File: config.mk
export PLATFORM = sky130hd
export DESIGN_NAME = chip8_mem_sched
export DESIGN_NICKNAME = d
export VERILOG_FILES = /design/src/rtl/chip8_pkg.sv /design/src/rtl/arb_rr2.sv /design/src/rtl/chip8_mem_sched.sv
export SDC_FILE = /design/constraint.sdc
export NUM_CORES = 1
export LEC_CHECK = 0
export CAP_MARGIN = 25
export CORE_ASPECT_RATIO = 0.6
export CORE_MARGIN = 4
export CORE_UTILIZATION = 48
export CTS_BUF_LIST = sky130_fd_sc_hd__clkbuf_4
export CTS_CLUSTER_SIZE = 24
export DETAILED_ROUTE_END_ITERATION = 6
export PLACE_DENSITY = 0.83
export SLEW_MARGIN = 20
export SYNTH_ARGS = -nofsm -noshare
export SYNTH_HDL_FRONTEND = slang
export SYNTH_SLANG_ARGS = --single-unit
File: constraint.sdc
create_clock -name clk -period 2.75 [get_ports clk]
set_input_delay 0.55 -clock clk [delete_from_list [all_inputs] [get_ports clk]]
set_output_delay 0.55 -clock clk [all_outputs]
set_load 0.02 [all_outputs]
File: src/rtl/chip8_pkg.sv
// Shared CHIP-8 definitions: scheduler states, program base and opcode classes.
// Pure constants and types; no logic.
package chip8_pkg;

    typedef enum logic [1:0] {
        ST_IDLE = 2'd0,
        ST_LOAD = 2'd1,
        ST_RUN  = 2'd2
    } sched_state_t;

    localparam int PROG_BASE = 512;

    // Opcode class = upper nibble of the first instruction byte
    localparam logic [3:0] OP_SYS  = 4'h0;
    localparam logic [3:0] OP_JP   = 4'h1;
    localparam logic [3:0] OP_CALL = 4'h2;
    localparam logic [3:0] OP_SE   = 4'h3;
    localparam logic [3:0] OP_SNE  = 4'h4;
    localparam logic [3:0] OP_LD   = 4'h6;
    localparam logic [3:0] OP_ADD  = 4'h7;
    localparam logic [3:0] OP_ALU  = 4'h8;
    localparam logic [3:0] OP_LDI  = 4'hA;
    localparam logic [3:0] OP_DRW  = 4'hD;

endpackage

File: src/rtl/arb_rr2.sv
// Two-way round-robin arbiter (fetch vs draw) with a draw burst lock.
// Zero-latency grant from req; losers simply retry, nothing is queued.
module arb_rr2 (
    input  logic clk,
    input  logic rst_n,
    input  logic en,
    input  logic fetch_req,
    input  logic draw_req,
    input  logic draw_lock,
    output logic fetch_gnt,
    output logic draw_gnt
);

    logic last_draw;

    always_comb begin
        fetch_gnt = 1'b0;
        draw_gnt  = 1'b0;
        if (en) begin
            // A locked burst keeps the port only if draw already owns it
            if (draw_req && draw_lock && last_draw) begin
                draw_gnt = 1'b1;
            end else if (fetch_req && draw_req) begin
                draw_gnt  = !last_draw;
                fetch_gnt = last_draw;
            end else begin
                fetch_gnt = fetch_req;
                draw_gnt  = draw_req;
            end
        end
    end

    always_ff @(posedge clk or negedge rst_n) begin
        if (!rst_n) begin
            last_draw <= 1'b0;
        end else if (fetch_gnt || draw_gnt) begin
            last_draw <= draw_gnt;
        end
    end

endmodule

File: src/rtl/chip8_mem_sched.sv
// Program-load FSM plus fetch/draw read scheduler for the CHIP-8 memory port.
// Grants are combinational; rvalid/rdata follow a grant by 2 cycles; UART bytes are never stalled.
module chip8_mem_sched #(
    parameter int ADDR_WIDTH = 12,
    parameter int DATA_WIDTH = 8,
    parameter int PROG_BASE  = chip8_pkg::PROG_BASE
) (
    input  logic                  clk,
    input  logic                  rst_n,
    input  logic [7:0]            rx_i,
    input  logic                  rx_i_v,
    input  logic                  load_start,
    input  logic [ADDR_WIDTH-1:0] load_len,
    input  logic                  fetch_req,
    input  logic [ADDR_WIDTH-1:0] fetch_addr,
    output logic                  fetch_gnt,
    output logic                  fetch_rvalid,
    input  logic                  draw_req,
    input  logic [ADDR_WIDTH-1:0] draw_addr,
    input  logic                  draw_lock,
    output logic                  draw_gnt,
    output logic                  draw_rvalid,
    output logic [DATA_WIDTH-1:0] rdata,
    output logic                  mem_we,
    output logic [ADDR_WIDTH-1:0] mem_waddr,
    output logic [DATA_WIDTH-1:0] mem_d,
    output logic [ADDR_WIDTH-1:0] mem_raddr,
    input  logic [DATA_WIDTH-1:0] mem_q,
    output logic                  cpu_run,
    output logic                  load_busy,
    output logic                  load_ovf
);
    import chip8_pkg::*;

    localparam int PW = ADDR_WIDTH + 1;

    sched_state_t          state;
    // Extra MSB marks "past top of memory" so the pointer never wraps
    logic [PW-1:0]         ptr;
    logic [ADDR_WIDTH-1:0] count;
    logic [ADDR_WIDTH-1:0] count_nxt;
    logic [ADDR_WIDTH-1:0] len_q;
    logic [ADDR_WIDTH-1:0] raddr_q;
    logic                  byte_in;
    logic                  fetch_p1;
    logic                  draw_p1;

    assign byte_in   = (state == ST_LOAD) && rx_i_v && !load_start;
    assign count_nxt = count + 1'b1;
    assign mem_we    = byte_in && !ptr[ADDR_WIDTH];
    assign mem_waddr = mem_we ? ptr[ADDR_WIDTH-1:0] : '0;
    assign mem_d     = mem_we ? DATA_WIDTH'(rx_i) : '0;
    assign cpu_run   = (state == ST_RUN);
    assign load_busy = (state == ST_LOAD);

    arb_rr2 u_arb (
        .clk       (clk),
        .rst_n     (rst_n),
        .en        (cpu_run),
        .fetch_req (fetch_req),
        .draw_req  (draw_req),
        .draw_lock (draw_lock),
        .fetch_gnt (fetch_gnt),
        .draw_gnt  (draw_gnt)
    );

    assign mem_raddr = fetch_gnt ? fetch_addr :
                       draw_gnt  ? draw_addr  : raddr_q;

    always_ff @(posedge clk or negedge rst_n) begin
        if (!rst_n) begin
            state    <= ST_IDLE;
            ptr      <= PW'(PROG_BASE);
            count    <= '0;
            len_q    <= '0;
            load_ovf <= 1'b0;
        end else if (load_start) begin
            ptr      <= PW'(PROG_BASE);
            count    <= '0;
            len_q    <= load_len;
            load_ovf <= 1'b0;
            state    <= (load_len == '0) ? ST_RUN : ST_LOAD;
        end else if (byte_in) begin
            count <= count_nxt;
            if (ptr[ADDR_WIDTH]) begin
                load_ovf <= 1'b1;
            end else begin
                ptr <= ptr + PW'(1);
            end
            if (count_nxt == len_q) begin
                state <= ST_RUN;
            end
        end
    end

    // Grant pipe runs independently of state so an issued read always returns
    always_ff @(posedge clk or negedge rst_n) begin
        if (!rst_n) begin
            raddr_q      <= '0;
            rdata        <= '0;
            fetch_p1     <= 1'b0;
            draw_p1      <= 1'b0;
            fetch_rvalid <= 1'b0;
            draw_rvalid  <= 1'b0;
        end else begin
            raddr_q      <= mem_raddr;
            rdata        <= mem_q;
            fetch_p1     <= fetch_gnt;
            draw_p1      <= draw_gnt;
            fetch_rvalid <= fetch_p1;
            draw_rvalid  <= draw_p1;
        end
    end

endmodule

==> results by group <==
Synth
  – Warnings from Yosys: 0
  – #FFs+latches synth: between 60 and 70
  – Post-synth EDFFs: 0
  – Post-synth top flop: dfrtp_1
  – Unique masters post-synth: 46
  – Sequential-to-total area share from yosys stat: approximately half
  – Synthesized Nets: 379
  – Cells after synthesis: ~320
  – Mapped Area: 0.00327 sq mm
  – Asr flop ratio synth: 100%
  – Mapped Avg Cell Area: 10.3 sq um

Critical path
  – Critical Path RT: between 2 and 2.5 ns
  – Cells along the critical path: clkdlybuf4s50_1 -> nor4bb_2 -> buf_4 -> and3_1 -> dlygate4sd2_1
  – Crit end category: primary output
  – CP max stage delay: roughly 0.52 ns
  – Slowest cell on crit path: clkdlybuf4s50_1
  – Worst EP arrival: around 2.1 ns
  – Kind of critical path: primary input to primary output
  – Crit-path max FO: 23
  – Type of origin of the critical path: primary input

Power and ir drop
  – Static Leak: ~0.0021 uW
  – IR drop worst, VDD: ~0.32 mV
  – Pwr Density: 485 mW/mm^2

Placement
  – Place WS: -0.482 ns
  – Hpwl dp: 6300 microns
  – Final Wtd Congestion: about 0.88
  – Post-DP Area: 0.00453 sq mm
  – IO Port Bufs: 106

Global routing
  – Number of global-route vias before repair: 2759
  – Largest net degree at the start of global routing: between 40 and 50
  – GR Overflow Total: 0
  – GR Util All Layers: 20.9%
  – Initial antenna violation count: 0
  – First-pass GRT wire length: 13800 microns

Timing
  – RSZ-0062 raised after global routing: false
  – Highest achievable clock rate: 378 MHz
  – Final Cycle Share: 96.2%
  – Setup-failing EPs final: 0
  – Worst slew margin: 61.4%
  – Final setup margin: 0.104 ns
  – Min Tclk post-route: about 2.6 ns
  – Max Slew Vio Count: 0
  – Count of final hold-check violations: 0
  – Actual slew at the worst max-slew pin: between 0.5 and 0.6 ns
  – Clock Skews: approximately 0.018 ns

Layout
  – Design area: roughly 0.0046 sq mm
  – Layout Nets: 497
  – Share of layout cells above drive strength 1: between 15 and 20%
  – Fillers: 487
  – Area grow syn2layout: 40.4%

Floorplan
  – Row cnt: 22
  – # IOs: between 100 and 150
  – Core box area: between 0.006 and 0.007 sq mm
  – Die height: between 70 and 80 microns
  – Initial Util: about half
  – Die area: a little over 0.008 sq mm
  – Die Span X: between 100 and 150 microns

Job
  – Maximum Capacitance Violations: 0

Detailed routing
  – Mean number of vias per cell: 5.34
  – DRT Pass-1 Iters: 4
  – DRC violations left: 0
  – Post-DR wirelength/cell: 16.0 microns
  – Starting DRT DRC Count: 185
  – Via Count: roughly 2800
  – Routed WL: about 8400 microns
  – Post-DRT Antenna Nets: 0

Clock tree
  – Postcts setup bufs: 0
  – Worst skew pair latency: 0.40 ns
  – CTS H-tree depth: 3
  – CTS Buf Count: 9
  – Clk buf depth: 2
  – Root buffer cell: clkbuf_4
  – Clock slew at reported path FFs: approximately 0.1 ns
  – CTS tree: done
  – Clock sink total: 65

Hold path
  – HP Class: primary input to asynchronous set/reset pin

Status
  – Run status: finished clean
-- where the power goes --
| group | internal [uW] | total, uW | switching, uW |
|---|---|---|---|
| logic | 269 | 540 | 271 |
| registers | 1040 | 1080 | 43.6 |
| clock network | 274 | 600 | 325 |
| total | 1580 | 2220 | 640 |
-- critical path: cells and delay by family --
kind | cells | cell delay [ns]
buf+inv | 3 | 1.13
simple gates | 2 | 0.41
-- sequential cells by signal, indices dropped and copies added, names as in the netlist, 2 cells and up --
name and cells:
ptr 13, count 12, len_q 12, raddr_q 12, rdata 8, state 2
-- cell usage in the layout (no fill, tap or decap), types with 11 or more instances in the layout --
cell type         n
xnor2_1          19
xor2_1           14
mux2i_1          14
buf_2            11
mux2_2           11
clkdlybuf4s50_1  71
and3_1           24
nand2_1          34
dfrtp_1          64
dlygate4sd2_1    20
buf_4            17
nor2_1           30
-- worst paths after layout --
path,from,endpoint,cells past startpoint,slack (ns)
worst max-delay path,rx_i_v,mem_waddr[1],5,0.10
worst min-delay path,rst_n,rdata[4]$_DFF_PN0_,1,0.15
worst max register to register,count[0]$_DFFE_PN0P_,state[1]$_DFFE_PN0P_,6,0.50
worst min register to register,draw_p1$_DFF_PN0_,draw_rvalid$_DFF_PN0_,0,0.36
max in group asynchronous,rst_n,ptr[9]$_DFFE_PN1P_,2,1.93
min in group clk,draw_p1$_DFF_PN0_,draw_rvalid$_DFF_PN0_,0,0.36
-- per-layer routing --
metal  global-route usage (%)  share of wire (%)  vias to the layer above
met3                     6.67                 11                        6
met1                     30.0                 45                     1317
met2                     31.7                 43                      138
met4                     3.69               0.41                        0
met5                        0                  0                        -
li1                         -                  -                     1335
-- layout make-up --
cell class	count	area (sq um)	area share, %
Sequential cell	65	1630	35.5
Inverter	7	26.3	0.573
Antenna cell	1	2.50	0.0546
Timing Repair Buffer	125	1170	25.6
Multi-Input combinational cell	227	1530	33.3
Clock inverter	5	47.5	1.04
Tap cell	84	105	2.29
Clock buffer	10	75.1	1.64
-- timing repair --
item | 4_1_cts | 5_1_grt
gates resized for setup | 85 | 10
endpoints found under the setup margin | 32 | 13
hold buffers | 0 | 0
pin swaps | 0 | 2
-- cell usage after synthesis, types with 3 or more instances --
| master | n | area share, % |
|---|---|---|
| dfrtp_1 | 64 | 49 |
| nand2_1 | 34 | 3.9 |
| nor2_1 | 30 | 3.4 |
| and3_1 | 24 | 4.6 |
| xnor2_1 | 19 | 5.1 |
| o21ai_0 | 17 | 2.6 |
| mux2i_1 | 14 | 4.3 |
| xor2_1 | 14 | 3.8 |
| clkbuf_1 | 11 | 1.3 |
| mux2_2 | 11 | 3.8 |
| nand3_1 | 10 | 1.5 |
| inv_1 | 7 | 0.80 |
| a21oi_1 | 6 | 0.92 |
| nor3_1 | 6 | 0.92 |
| nand4_1 | 4 | 0.77 |
| and2b_1 | 3 | 0.69 |
| buf_2 | 3 | 0.46 |
| ha_1 | 3 | 1.1 |
| nor4_1 | 3 | 0.57 |
-- per-stage QoR --
| stage | utilization (%) | std cells | setup TNS [ns] | power, uW | hold WS (ns) |
|---|---|---|---|---|---|
| 2_1_floorplan | - | 317 | 0 | 1340 | 0.254 |
| 3_3_place_gp | 71.3 | 508 | -6.04 | 1670 | 0.333 |
| 3_5_place_dp | 71.3 | 508 | -6.95 | 1690 | 0.338 |
| 4_1_cts | 72.0 | 523 | 0 | 2250 | 0.141 |
| 5_1_grt | 72.1 | 523 | 0 | 2340 | 0.157 |
| 6_report | 72.1 | 524 | 0 | 2220 | 0.148 |
-- cells by family after synthesis --
group	after synthesis	share of synthesized area [%]
simple gates	127	20.2
flops	65	49.8
compound gates	37	7.24
xor+xnor	35	9.84
buf+inv	25	3.68
mux	25	8.08
fa+ha+maj	3	1.15
No activity file was read; power rests on OpenSTA's default activity.
